File: config.mk
export PLATFORM = sky130hd
export DESIGN_NAME = adc_word_packer
export DESIGN_NICKNAME = d
export VERILOG_FILES = /design/src/rtl/adc_word_packer.sv
export SDC_FILE = /design/constraint.sdc
export NUM_CORES = 1
export LEC_CHECK = 0
export CORE_ASPECT_RATIO = 1.4
export CORE_MARGIN = 2
export CORE_UTILIZATION = 35
export DETAILED_ROUTE_END_ITERATION = 8
export GPL_TIMING_DRIVEN = 0
export PLACE_DENSITY = 0.54
export REMOVE_ABC_BUFFERS = 1
export SYNTH_ARGS = -nofsm -noshare
export SYNTH_HDL_FRONTEND = slang
export SYNTH_SLANG_ARGS = --single-unit
File: constraint.sdc
create_clock -name clk -period 2.9 [get_ports clk]
set_input_delay 0.725 -clock clk [delete_from_list [all_inputs] [get_ports clk]]
set_output_delay 0.725 -clock clk [all_outputs]
set_load 0.01 [all_outputs]
File: src/rtl/adc_word_packer.sv
// Packs pairs of 16-bit ADC result frames into 32-bit FIFO words, flushing a
// lone half-word with PAD when capture stops, and tracks drops and interrupts.
module adc_word_packer #(
  parameter int unsigned THRESH = 512,
  parameter logic [15:0] PAD    = 16'hFFFF
) (
  input  logic        clk,
  input  logic        rst,
  input  logic        en,
  input  logic [15:0] din,
  input  logic        din_valid,
  input  logic        fifo_full,
  input  logic        clr_stat,
  output logic [31:0] fifo_din,
  output logic        fifo_wr_en,
  output logic        hostinterrupt,
  output logic        overflow,
  output logic [15:0] drop_count,
  output logic        busy
);

  typedef enum logic {
    EMPTY = 1'b0,
    HALF  = 1'b1
  } state_t;

  state_t      r_state;
  logic [15:0] r_held;
  logic [15:0] r_int_cnt;

  logic        w_accept;
  logic        w_word_done;
  logic        w_write;
  logic        w_drop;
  logic [31:0] w_word;
  logic [16:0] w_cnt_inc;
  logic [16:0] w_thresh;

  // Handshake: din is taken only on din_valid=1 with en=1; en=0 wins over a
  // coincident strobe, so a held half-word is flushed instead of completed.
  assign w_accept    = din_valid & en;
  assign w_word_done = (r_state == HALF) & (din_valid | ~en);
  assign w_word      = en ? {din, r_held} : {PAD, r_held};
  assign w_write     = w_word_done & ~fifo_full;
  assign w_drop      = w_word_done & fifo_full;
  assign w_cnt_inc   = {1'b0, r_int_cnt} + 17'd1;
  assign w_thresh    = 17'(THRESH);

  assign busy = (r_state == HALF);

  always_ff @(posedge clk or negedge rst) begin
    if (!rst) begin
      r_state       <= EMPTY;
      r_held        <= 16'h0000;
      r_int_cnt     <= 16'h0000;
      fifo_din      <= 32'h0000_0000;
      fifo_wr_en    <= 1'b0;
      hostinterrupt <= 1'b0;
      overflow      <= 1'b0;
      drop_count    <= 16'h0000;
    end else begin
      fifo_wr_en <= w_write;
      if (w_write) begin
        fifo_din <= w_word;
      end

      case (r_state)
        EMPTY: begin
          if (w_accept) begin
            r_held  <= din;
            r_state <= HALF;
          end
        end
        HALF: begin
          if (w_word_done) begin
            r_state <= EMPTY;
          end
        end
        default: r_state <= EMPTY;
      endcase

      // A drop in the same cycle as clr_stat restarts the count at one.
      if (w_drop) begin
        overflow <= 1'b1;
        if (clr_stat) begin
          drop_count <= 16'h0001;
        end else if (drop_count != 16'hFFFF) begin
          drop_count <= drop_count + 16'h0001;
        end
      end else if (clr_stat) begin
        overflow   <= 1'b0;
        drop_count <= 16'h0000;
      end

      hostinterrupt <= 1'b0;
      if (fifo_wr_en) begin
        if (w_cnt_inc == w_thresh) begin
          r_int_cnt     <= 16'h0000;
          hostinterrupt <= 1'b1;
        end else begin
          r_int_cnt <= w_cnt_inc[15:0];
        end
      end
    end
  end

endmodule

==> results.toml <==
[pwr]
swShare_pct = 26.5
powerDensity_mw_per_mm2 = 706
leakage_nw = 2.09
p_int_mw = 2.59
ir_drop_mv = 0.359
switchingPower_mw = 0.934
p_comb_share_pct = 20.8
p_clk_share_pct = 35.4
pwr-share-seq_pct = 43.8
power_mw = 3.53

[finish]
utilization_pct = 46.7
drive_gt1_share_pct = 10.9
n_antenna_cell = 0
area_delta_synth_final_pct = 31.8
nets = 460
fill_cells = 1055
regArea_mm2 = 0.00210
stdcell_count = 582
multi_input_area_mm2 = 0.00151
design_area_mm2 = 0.00500

[worst_hold_path]
hold_class = "in2async"

[logic_synthesis]
yosysWarnings = 0
synth_top_area_share_pct = 55.4
syn_inst = 366
synth_area_per_cell_um2 = 10.4
synth.distinct_cells = 48
post-synth-top-area-cell = "dfrtp_1"
synthAdderAreaFrac_pct = 0.660
synth_mux_area_share_pct = 5.05
synth_compound_area_share_pct = 10.1
synthArstFlopShare_pct = 100
synthSimpleGateAreaFrac_pct = 17.3
synth_area_mm2 = 0.00379
synth_flop_cell = "dfrtp_1"
synth_area_leaders = "dfrtp_1 (55%), mux2_2 (5.0%), xnor2_1 (4.4%)"
synth_edf_count = 0
synth_xor_area_share_pct = 6.24
ys_ff_latch = 84
synth_top_family_by_area = "simple AND/OR/NAND/NOR gates"
seq_area_frac_synth_pct = 55.4

[critical_path]
critPathCaptureType = "flip-flop"
cpPeakStageDelay_ps = 750
worstSetupStartpointType = "primary input"
path_cells = "clkdlybuf4s50_1, and3b_1, nand4_1, o2111ai_1, nor3_1, xnor2_1, nor2_1"
crit_type = "in2reg"
r2r_slack_ps = 540
crit_fanout = 18
cp.arrival_ps = 2810
slowest_stage = "clkdlybuf4s50_1"
critPathRequiredTime_ps = 3100

[timing]
slew_headroom_pct = 47.2
worst_pin_slew_ps = 791
fmax_mhz = 383
tns_ps = 0
whs_ps = 267
slew_viol_final = 0
finalCritPeriodShare_pct = 89.9
setup_violations = 0
min_period_ps = 2610
setup_ws_ps = 292
hold_violations = 0
fin_worst_skew_ps = 6.09
rsz0062_at_grt = "false"

[routing]
vias_per_cell = 4.95
wl_per_cell_um = 13.9
dr.pass1.iters = 4
vias = 2880
drc = 0
drt_iter0_markers = 127
routed_wl_um = 8070
drtAntennaViolNets = 0

[cts]
cts.path.max_buffers = 2
cts_root_buffer = "clkbuf_16"
cts_tree = "yes"
cts_resized = 3
cts_buffers = 9
cts_max_level = 3
path_clk_slew_ps = 60
cts.sinks = 84
holdBufCountCts = 0
post_cts_buffers = 0
worstSkewPairLatency_ps = 340

[global_routing]
grt_usage_pct = 15.1
antenna_found_initial = 0
grt_overflow = 0
grt_max_degree = 66
grt_pass1_wl_um = 14100
grt_pass1_vias = 2849

[outcome]
status = "finished clean"

[placed_design]
place_congestion = 0.799
placedCellCount = 566
placement.cell_area_mm2 = 0.00466
place_hpwl_um = 5590
io_buffers = 73
pre_cts_ws_ps = -716

[floorplanning]
die_y_um = 127
die-area_mm2 = 0.0117
row_count = 45
dieWidth_um = 92.0
io_pins = 74
core_mm2 = 0.0107
start_util_pct = 35.5

[flow_run]
drv_cap = 0
## power groups by stage
stage	Clock (mW)	Sequential (mW)	Combinational (mW)
after global routing	1.33	1.59	0.807
after global placement	0	1.56	0.734
final	1.25	1.55	0.734
after CTS	1.28	1.55	0.751
after floorplan	0	1.61	0.246
after detailed placement	0	1.57	0.745
## cells in the mapped netlist (all sizes together), types with 2 or more instances
library cell / instances
and3: 4
xor2: 8
dfrtp: 84
nor3: 10
o311ai: 2
a2111oi: 2
or3: 4
a21oi: 6
and4: 2
nand4: 9
nor2: 34
clkbuf: 12
nand3: 12
buf: 6
nand2: 38
o21ai: 27
xnor2: 19
ha: 2
nor4: 7
a31oi: 17
a21o: 2
nor3b: 3
mux2: 17
inv: 24
nor4b: 2
## registers in the layout (all words and copies together) (netlist names)
signal / cells
busy: 1
hostinterrupt: 1
overflow: 1
fifo_wr_en: 1
fifo_din: 32
r_held: 16
r_int_cnt: 16
drop_count: 16
## cell families after synthesis
group,after synthesis
DFF,84
adders and majority gates,2
and+or+nand+nor,131
muxes,17
xor gates and xnor gates,27
AOI/OAI and AO/OA,63
buffers and inverters,42
## placed cells by master, fill, tap and decap left out, types with 2 or more instances in the layout
cell,n
dfrtp_1,84
clkdlybuf4s50_1,71
nand2_1,38
nor2_1,34
o21ai_0,25
inv_1,24
xnor2_1,19
a31oi_1,17
mux2_2,17
nand3_1,11
nor3_1,10
clkbuf_16,9
nand4_1,8
xor2_1,8
nor4_1,7
a21oi_1,6
or3_1,4
and3_1,3
a21o_1,2
nor3b_1,2
o21ai_1,2
ha_1,2
clkinv_2,2
bufinv_16,2
buf_6,2
## layout make-up
cell class / count / area share (%)
inverters: 24 / 1.80
multi-input cells: 240 / 30.3
clock inverters: 6 / 1.73
repair buffers: 77 / 15.8
clock buffers: 10 / 4.78
well taps: 141 / 3.53
flip-flops and latches: 84 / 42.1
## path summary, 6_finish.rpt
path | from | endpoint | cells past startpoint
worst max-delay path | clr_stat | drop_count[15]$_DFFE_PN0P_ | 7
worst min-delay path | rst | fifo_din[16]$_DFFE_PN0P_ | 1
worst max register to register | r_int_cnt[0]$_DFFE_PN0P_ | r_int_cnt[9]$_DFFE_PN0P_ | 7
worst min register to register | r_held[9]$_DFFE_PN0P_ | r_held[9]$_DFFE_PN0P_ | 2
max in group asynchronous | rst | r_held[7]$_DFFE_PN0P_ | 2
min in group clk | r_held[9]$_DFFE_PN0P_ | r_held[9]$_DFFE_PN0P_ | 2
## worst max-delay path: cells and delay by family
| family | cells | cell delay [ps] |
|---|---|---|
| AOI/OAI and AO/OA | 1 | 470 |
| xor gates and xnor gates | 1 | 160 |
| buffers and inverters | 1 | 750 |
| and+or+nand+nor | 4 | 710 |
## routing by layer
layer / GRT usage (%) / part of all wire (%) / vias to the layer above
met4: 6.41 / 1.7 / 0
met3: 4.95 / 7.2 / 13
met5: 0 / 0 / -
li1: - / - / 1408
met1: 18.9 / 43 / 1383
met2: 23.8 / 49 / 76
No activity file was read; power rests on OpenSTA's default activity.
